## config.mk

```make
export PLATFORM = sky130hd
export DESIGN_NAME = nw_row_scorer
export DESIGN_NICKNAME = d
export VERILOG_FILES = /design/src/rtl/nw_row_scorer.sv
export SDC_FILE = /design/constraint.sdc
export NUM_CORES = 1
export LEC_CHECK = 0
export CORE_MARGIN = 2
export CORE_UTILIZATION = 58
export DETAILED_ROUTE_END_ITERATION = 12
export GPL_TIMING_DRIVEN = 0
export HOLD_SLACK_MARGIN = 0.06
export PLACE_DENSITY = 0.84
export SLEW_MARGIN = 20
export SYNTH_ARGS = -nofsm -noshare
export SYNTH_HDL_FRONTEND = slang
export SYNTH_SLANG_ARGS = --single-unit
```

## constraint.sdc

```tcl
create_clock -name clk -period 13.8 [get_ports clk]
set_input_delay 2.76 -clock clk [delete_from_list [all_inputs] [get_ports clk]]
set_output_delay 2.76 -clock clk [all_outputs]
set_load 0.005 [all_outputs]
```

## src/rtl/nw_row_scorer.sv

```systemverilog
// nw_row_scorer: runtime-loaded global/local alignment scorer.
// One DP cell per cycle, row-major, against a single previous-row buffer.
module nw_row_scorer #(
  parameter int N       = 8,
  parameter int M       = 8,
  parameter int SYM_W   = 2,
  parameter int SCORE_W = 16,
  localparam int MX     = (N > M) ? N : M,
  localparam int AW     = (MX > 1) ? $clog2(MX) : 1,
  localparam int AI     = $clog2(N + 1),
  localparam int AJ     = $clog2(M + 1)
) (
  input  logic                      clk,
  input  logic                      reset,
  input  logic                      load_valid,
  input  logic                      load_sel,
  input  logic [AW-1:0]             load_addr,
  input  logic [SYM_W-1:0]          load_data,
  input  logic                      start,
  input  logic                      mode,
  input  logic signed [SCORE_W-1:0] match_score,
  input  logic signed [SCORE_W-1:0] mismatch_penalty,
  input  logic signed [SCORE_W-1:0] gap_penalty,
  output logic                      busy,
  output logic                      finish,
  output logic signed [SCORE_W-1:0] solution,
  output logic [AI-1:0]             best_i,
  output logic [AJ-1:0]             best_j
);

  localparam int SW    = SCORE_W;
  localparam int KW    = AW + 1;
  localparam int PW    = SW + KW + 1;
  localparam int DEPTH = 1 << AW;

  localparam logic [AW-1:0] LAST_R = AW'(N - 1);
  localparam logic [AW-1:0] LAST_C = AW'(M - 1);
  localparam logic [AW:0]   N_LIM  = (AW + 1)'(N);
  localparam logic [AW:0]   M_LIM  = (AW + 1)'(M);

  localparam logic signed [SW-1:0] SMAX = {1'b0, {(SW-1){1'b1}}};
  localparam logic signed [SW-1:0] SMIN = {1'b1, {(SW-1){1'b0}}};

  typedef enum logic [1:0] {
    IDLE,
    INIT,
    COMPUTE,
    DONE
  } state_t;

  state_t state_q, state_d;

  logic [SYM_W-1:0] a_mem [DEPTH];
  logic [SYM_W-1:0] b_mem [DEPTH];
  logic signed [SW-1:0] rowbuf [DEPTH];

  logic                 mode_q;
  logic signed [SW-1:0] match_q, mis_q, gap_q;
  logic [AW-1:0]        ri, cj;
  logic signed [SW-1:0] diag_q, left_q, best_q;
  logic [AI-1:0]        bi_q;
  logic [AJ-1:0]        bj_q;

  logic signed [SW-1:0] up, diag, left, col_cur, col_prev;
  logic signed [SW-1:0] sub, hd, hu, hl, h;
  logic                 last_cell;

  function automatic logic signed [SW-1:0] add_sat(
    input logic signed [SW-1:0] x,
    input logic signed [SW-1:0] y
  );
    logic [SW:0] s;
    s = {x[SW-1], x} + {y[SW-1], y};
    if (s[SW] != s[SW-1]) return s[SW] ? SMIN : SMAX;
    return s[SW-1:0];
  endfunction

  // k*g with k >= 0; wide product clamped to the score range
  function automatic logic signed [SW-1:0] mul_sat(
    input logic [KW-1:0]        k,
    input logic signed [SW-1:0] g
  );
    logic signed [PW-1:0] kx, gx, p;
    kx = PW'($signed({1'b0, k}));
    gx = PW'(g);
    p  = kx * gx;
    if (p[PW-1:SW-1] == '0 || p[PW-1:SW-1] == '1) return p[SW-1:0];
    return p[PW-1] ? SMIN : SMAX;
  endfunction

  always_ff @(posedge clk) begin
    if (state_q == IDLE && load_valid) begin
      if (!load_sel && {1'b0, load_addr} < N_LIM) a_mem[load_addr] <= load_data;
      if (load_sel && {1'b0, load_addr} < M_LIM) b_mem[load_addr] <= load_data;
    end
  end

  assign last_cell = (ri == LAST_R) && (cj == LAST_C);

  always_ff @(posedge clk or posedge reset) begin
    if (reset) state_q <= IDLE;
    else       state_q <= state_d;
  end

  always_comb begin
    state_d = state_q;
    unique case (state_q)
      IDLE:    if (start) state_d = INIT;
      INIT:    state_d = COMPUTE;
      COMPUTE: if (last_cell) state_d = DONE;
      DONE:    state_d = IDLE;
      default: state_d = IDLE;
    endcase
  end

  always_comb begin
    col_cur  = '0;
    col_prev = '0;
    if (!mode_q) begin
      col_cur  = mul_sat(KW'(ri) + KW'(1), gap_q);
      col_prev = mul_sat(KW'(ri), gap_q);
    end
    up   = rowbuf[cj];
    diag = (cj == '0) ? col_prev : diag_q;
    left = (cj == '0) ? col_cur : left_q;
    sub  = (a_mem[ri] == b_mem[cj]) ? match_q : mis_q;
    hd   = add_sat(diag, sub);
    hu   = add_sat(up, gap_q);
    hl   = add_sat(left, gap_q);
    h    = hd;
    if (hu > h) h = hu;
    if (hl > h) h = hl;
    if (mode_q && h[SW-1]) h = '0;
  end

  always_ff @(posedge clk or posedge reset) begin
    if (reset) begin
      busy     <= 1'b0;
      finish   <= 1'b0;
      solution <= '0;
      best_i   <= '0;
      best_j   <= '0;
      mode_q   <= 1'b0;
      match_q  <= '0;
      mis_q    <= '0;
      gap_q    <= '0;
      ri       <= '0;
      cj       <= '0;
      diag_q   <= '0;
      left_q   <= '0;
      best_q   <= '0;
      bi_q     <= '0;
      bj_q     <= '0;
      for (int c = 0; c < DEPTH; c++) rowbuf[c] <= '0;
    end else begin
      finish <= 1'b0;
      unique case (state_q)
        IDLE: begin
          if (start) begin
            busy    <= 1'b1;
            mode_q  <= mode;
            match_q <= match_score;
            mis_q   <= mismatch_penalty;
            gap_q   <= gap_penalty;
          end
        end
        INIT: begin
          for (int c = 0; c < DEPTH; c++)
            rowbuf[c] <= mode_q ? '0 : mul_sat(KW'(c + 1), gap_q);
          ri     <= '0;
          cj     <= '0;
          best_q <= '0;
          bi_q   <= '0;
          bj_q   <= '0;
        end
        COMPUTE: begin
          rowbuf[cj] <= h;
          diag_q     <= up;
          left_q     <= h;
          // strict compare keeps the first maximum in row-major order
          if (mode_q && h > best_q) begin
            best_q <= h;
            bi_q   <= AI'(ri) + AI'(1);
            bj_q   <= AJ'(cj) + AJ'(1);
          end
          if (cj == LAST_C) begin
            cj <= '0;
            ri <= ri + 1'b1;
          end else begin
            cj <= cj + 1'b1;
          end
        end
        DONE: begin
          finish   <= 1'b1;
          busy     <= 1'b0;
          solution <= mode_q ? best_q : left_q;
          best_i   <= mode_q ? bi_q : '0;
          best_j   <= mode_q ? bj_q : '0;
        end
        default: ;
      endcase
    end
  end

endmodule
```

* Yosys cells after proc, flatten, opt, wreduce, memory -nomap -nowiden
Memory sizes are Yosys's and may differ from the RTL's.
Index checks and enable logic that the tools add are counted.
** Word-level totals
- Bits in registers :: 267
- Bits in writable memories :: 32
- Bits of input ports :: 59
- Word-level logic and storage cells :: 210
- Memories :: 2
** Operators by class
- $add $sub $neg :: 7
- $mul :: 6
- Magnitude comparators :: 5
- Equal/unequal tests :: 23
- Mux-type cells :: 107
- Bitwise operators :: 1
- Reductions and logical operators :: 34
** Memory list
- a_mem :: words 8, bits a word 2, read ports 1, clocked after memory_dff 0, write ports 1, line 53 : logic [SYM_W-1:0] a_mem [DEPTH];
- b_mem :: words 8, bits a word 2, read ports 1, clocked after memory_dff 0, write ports 1, line 54 : logic [SYM_W-1:0] b_mem [DEPTH];
** Operator list (count)
- $mux W16 :: 57
- $pmux W128 S2 :: 1
- $bwmux W128 :: 1
- $eq A6 B6 Y1 const B :: 10
- $logic_not A6 Y1 :: 10
- $add A16 B16 Y17 :: 3
- $bmux W16 S3 :: 1
- $demux W16 S3 :: 1
- $gt A16 B16 Y1 :: 3
- $mul A4 B16 Y20 const A :: 2
- $mul A3 B16 Y19 const A :: 2
- $pmux W16 S2 :: 1
- $mux W1 :: 31
- $mul A5 B16 Y21 :: 1
- $mul A4 B16 Y20 :: 1
- $mux W4 :: 4
- $pmux W4 S2 :: 2
- $pmux W3 S2 :: 2
- $logic_or A1 B1 Y1 :: 10
- $reduce_and A2 Y1 :: 5
- $add A3 B1 Y4 const B :: 2
- $ne A2 B2 Y1 const B :: 4
- $pmux W2 S4 :: 1
- $add A3 B1 Y3 const B :: 2
- 15 further kinds :: 26

* Longest topological paths before layout
- Depth after elaboration :: 22
- Gate-level depth with buffers :: 67
- Gate-level depth less buffers :: 57

* Least setup slack after synthesis
No wires, ideal clock.
- Kind :: register to register
- From :: register ri[0]
- To :: register bj_q[1]
- Library setup time :: 0.121 ns
- Arrival :: 13.827 ns
- Required time :: 13.679 ns
- Setup slack :: -0.148 ns
- Stages on the path, launching flop included :: 65
- Path buffers :: 11
- Cells stage by stage :: dfrtp_1 > clkbuf_1 > clkbuf_1 > clkbuf_1 > nand2_1 > fa_1 > inv_1 > ha_1 > a21o_1 > a221o_1 > a21o_1 > a211o_1 > o311a_1 > a41o_1 > nand2_1 > clkbuf_1 > o21ai_0 > ha_1 > (+29 left out) > buf_2 > buf_1 > nand2_1 > o22ai_1 > a22o_1 > clkbuf_1 > inv_1 > ha_1 > nor2b_1 > o21a_1 > o21a_1 > o21ai_0 > a21oi_1 > o21bai_1 > a41o_1 > clkbuf_1 > mux2_2 > a22o_1
** On the way
- Cells in the longest elaborated chain, start to end :: 22
** Ends and longest elaborated chain
- from (decl) :: line 59 : logic [AW-1:0] ri, cj;
- from (signal assigned) :: line 188 : ri <= ri + 1'b1;
- $mul A4 B16 Y20 :: line 86 : p = kx * gx;
- $eq A6 B6 Y1 or $logic_not A6 Y1 (tied branches) :: line 87 : if (p[PW-1:SW-1] == '0 || p[PW-1:SW-1] == '1) return p[SW-1:0];
- $logic_or A1 B1 Y1 :: line 87
- $mux W1 :: line 87
- $mux W1 :: line 119 : if (!mode_q) begin
- $mux W16 :: line 88 : return p[PW-1] ? SMIN : SMAX;
- $mux W16 :: line 119
- $mux W16 :: line 124 : diag = (cj == '0) ? col_prev : diag_q;
- (+7 left out)
- $mux W16 (*) :: line 132 : if (hl > h) h = hl;
- $logic_and A1 B1 Y1 :: line 133 : if (mode_q && h[SW-1]) h = '0;
- $mux W16 (*) :: line 133
- named net h[1] :: line 65 : logic signed [SW-1:0] sub, hd, hu, hl, h;
- $gt A16 B16 Y1 (*) :: line 181 : if (mode_q && h > best_q) begin
- $logic_and A1 B1 Y1 (*) :: line 181
- $ne A2 B2 Y1 (no source line) (*)
- $reduce_and A2 Y1 (no source line) (*)
- to (signal assigned) :: line 184 : bj_q <= AJ'(cj) + AJ'(1);
- to (decl) :: line 62 : logic [AJ-1:0] bj_q;
The timed path passes the listed nets; every way through them passes the cells marked *. The select of a mux whose other input is x is not followed.
A chain may end at the register's enable or synchronous reset.

* Final worst setup path
- From :: register ri[0]
- To :: register bj_q[0]
The elaborated chain is that of the path after synthesis.

==> results by group <==
Worst hold path
  • Hold crit path type: reg -> reg

Job
  • Max Cap Viol: 1

Synthesis
  • Mean Syn Cell Area: 8.74 µm²
  • Top-area cell type share of the netlist area: 24.8%
  • Ys async rst share: 89.3%
  • Net Count, Synth: 3474
  • Post-synthesis xor/xnor area fraction: 3.28%
  • Top-count cell post-synth: inv_1
  • Netlist cell types: 92
  • Post-Synth Simple-Gate Area: 14.3%
  • FF+latch count, synth: 299
  • Synthesis Warnings: 0
  • Complex-gate fraction of the synthesized area: 20.7%
  • Main flop type after synthesis: dfrtp_1
  • Mapped cell area: 27000 µm²
  • Gate Count Post-Synth: 3082
  • Largest cells by area after synthesis: dfrtp_1 (25%), ha_1 (12%), fa_1 (5.1%)
  • Post-synthesis mux area share: 8.50%
  • Largest family of logic cells by synthesized area: compound AO/OA/AOI/OAI gates
  • Commonest cells post-synth: inv_1 (328), dfrtp_1 (267), ha_1 (265), nor2_1 (250), nand2_1 (247)
  • Synth area leader: dfrtp_1
  • Synth Area in Adders: 17.8%
  • Register area share after synthesis: 28.4%
  • Post-synth EDFFs: 32

Global route
  • Initial antenna violation count: 5
  • First-pass GRT wire length: 157000 µm
  • Vias in the first global route: 25100
  • Overflow after GRT: 0
  • Gr usage total: 44.4%
  • Largest net degree at the start of global routing: 105

STA
  • Final hold vios: 0
  • Setup ws final: -0.701 ns
  • Number of setup violations in the final report: 24
  • Minimum clock period: 14.50 ns
  • Fin. max-slew vios: 2
  • Fmax: 0.0690 GHz
  • Worst slew pin tran: 1.76 ns
  • Post-route clock skew: 0.0238 ns
  • Slew HR: -18.5%
  • Period Utilization, post-route: 105%

Drt
  • DR WL/cell: 28.2 µm
  • Vias/cell: 6.74
  • DRT Pass-1 Iters: 7
  • DR iter-0 viols: 3363
  • Vias post-DR: 26300
  • Post-Route WL: 110000 µm
  • Antenna-violating nets left: 0
  • # DRC: 0

CTS
  • H-tree depth: 2
  • Hold Buf Count CTS: 0
  • CTS Buf Count: 36
  • CTS clk-pin slew, worst paths: 0.07 ns
  • Worst-Skew Late Latency: 0.57 ns
  • Clock sink count: 299
  • Clock Tree Root: clkbuf_16
  • Clk buf depth: 3
  • CTS tree: built

Placed design
  • Final GP Congestion: 1.04
  • Port bufs: 84
  • DP Wirelength: 81800 µm
  • Post-place setup slack: -4.89 ns

Cells and area
  • Area taken by multi-input logic gates: 18100 µm²
  • Layout area overhead: 16.6%
  • Fraction of layout cells with a size suffix above 1: 13.7%
  • Final core utilization: 68.9%
  • Sequential Area: 7680 µm²
  • Nets: 3664
  • Filler Cell Count: 3530

Floorplanning
  • Die span in y: 220 µm
  • Total I/O pin count: 85
  • Initial Util: 59.1%
  • Die X: 220 µm
  • Num rows: 78
  • Core area: 45600 µm²
  • Die area: 48200 µm²

Critical path
  • Worst Path Required: 14.26 ns
  • CP peak stage delay: 1.34 ns
  • Endpoint class of the critical path: flop
  • CP max stage cell: o21ai_0
  • Kind of start point of the critical path: flop
  • Critical path class: reg -> reg
  • Max Fanout on Critical Path: 10
  • Arr. time, crit path: 14.96 ns

Status
  • Failing checks: max-capacitance violations, max-slew violations, negative setup slack
  • Outcome: finished with violations
[state kept, by name (all words and copies together) (netlist names), 2 cells and up]
signal,count
state_q,2
ri,3
solution,16
gap_q,16
rowbuf,128
mis_q,16
best_q,16
match_q,16
b_mem,16
diag_q,16
cj,3
best_j,4
best_i,4
left_q,16
bi_q,4
a_mem,16
bj_q,4
[through the flow]
stage	setup TNS, ns	instance area [µm²]	hold WS [ns]	std cells
5_1_grt	-19.78	31400	0.513	3897
4_1_cts	0	30600	0.479	3857
6_report	-14.20	31400	0.491	3899
2_1_floorplan	0	27000	0.445	3082
3_5_place_dp	-402.64	28700	0.474	3771
3_3_place_gp	-354.81	28500	0.468	3766
[final cells by class]
| class | count | share of cell area, % |
|---|---|---|
| Clock inverter | 17 | 0.490 |
| Clock buffer | 46 | 3.18 |
| Inverter | 331 | 4.00 |
| Timing Repair Buffer | 160 | 4.95 |
| Antenna cell | 2 | 0.0159 |
| Buffer | 161 | 2.92 |
| Tap cell | 600 | 2.39 |
| Sequential cell | 299 | 24.5 |
| Multi-Input combinational cell | 2283 | 57.6 |
[routing by layer]
metal	track usage, %	vias up	share of wire, %
met3	14.1	450	13
met4	28.4	4	7.8
li1	-	11400	-
met5	0	-	0.021
met1	55.4	12800	37
met2	66.7	1661	42
[final timing paths]
kind	from	to	slack, ns	depth (start not counted)
max	ri[0]	bj_q[0]	-0.70	59
min	bi_q[0]	best_i[0]	0.49	2
max reg2reg	ri[0]	bj_q[0]	-0.70	59
min reg2reg	bi_q[0]	best_i[0]	0.49	2
max in group asynchronous	reset	rowbuf[121]	10.26	4
min in group asynchronous	reset	match_q[15]	2.73	3
[layout by cell type (no fill, tap or decap), types with 32 or more instances in the layout]
master,Yosys,final
a211oi_1,62,61
buf_4,2,73
mux4_2,38,38
a21o_1,50,50
xnor2_1,67,66
nor3_1,58,53
a21oi_1,233,219
clkbuf_1,137,103
dfrtp_1,267,248
o21ai_0,167,151
edfxtp_1,32,32
a221o_1,39,39
nand3_1,59,56
clkdlybuf4s50_1,0,84
clkbuf_16,0,39
ha_1,265,250
mux2_2,78,78
o211ai_1,45,45
nand2b_1,32,32
inv_1,328,325
xor2_1,34,34
nor2_1,250,247
mux2i_1,54,46
and2_1,55,53
nand2_1,247,241
fa_1,68,67
[critical path, delay by kind of cell, from the launching register on]
family / cells / cell delay [ns]
DFF: 1 / 0.51
and+or+nand+nor: 16 / 3.28
xor gates and xnor gates: 1 / 0.15
adders and majority gates: 7 / 2.58
muxes: 2 / 0.82
buffers and inverters: 14 / 2.11
AOI/OAI and AO/OA: 19 / 4.87
[cells by family (layout without fill, tap and decap cells)]
| logic type | Yosys count | count (layout) |
|---|---|---|
| AOI/OAI and AO/OA | 839 | 839 |
| adders and majority gates | 344 | 344 |
| xor gates and xnor gates | 101 | 101 |
| buffers and inverters | 500 | 715 |
| muxes | 171 | 171 |
| other | 0 | 2 |
| and+or+nand+nor | 828 | 828 |
| DFF | 299 | 299 |
[repair_timing]
action	4_1_cts	5_1_grt
resized for setup	178	105
pin swaps	16	54
gates cloned	0	2
endpoints found under the setup margin	168	24
setup buffers	31	38
Power is left out: the tool's default activity adds up to more than one toggle a clock period on the data nets, which glitch-free logic cannot reach.
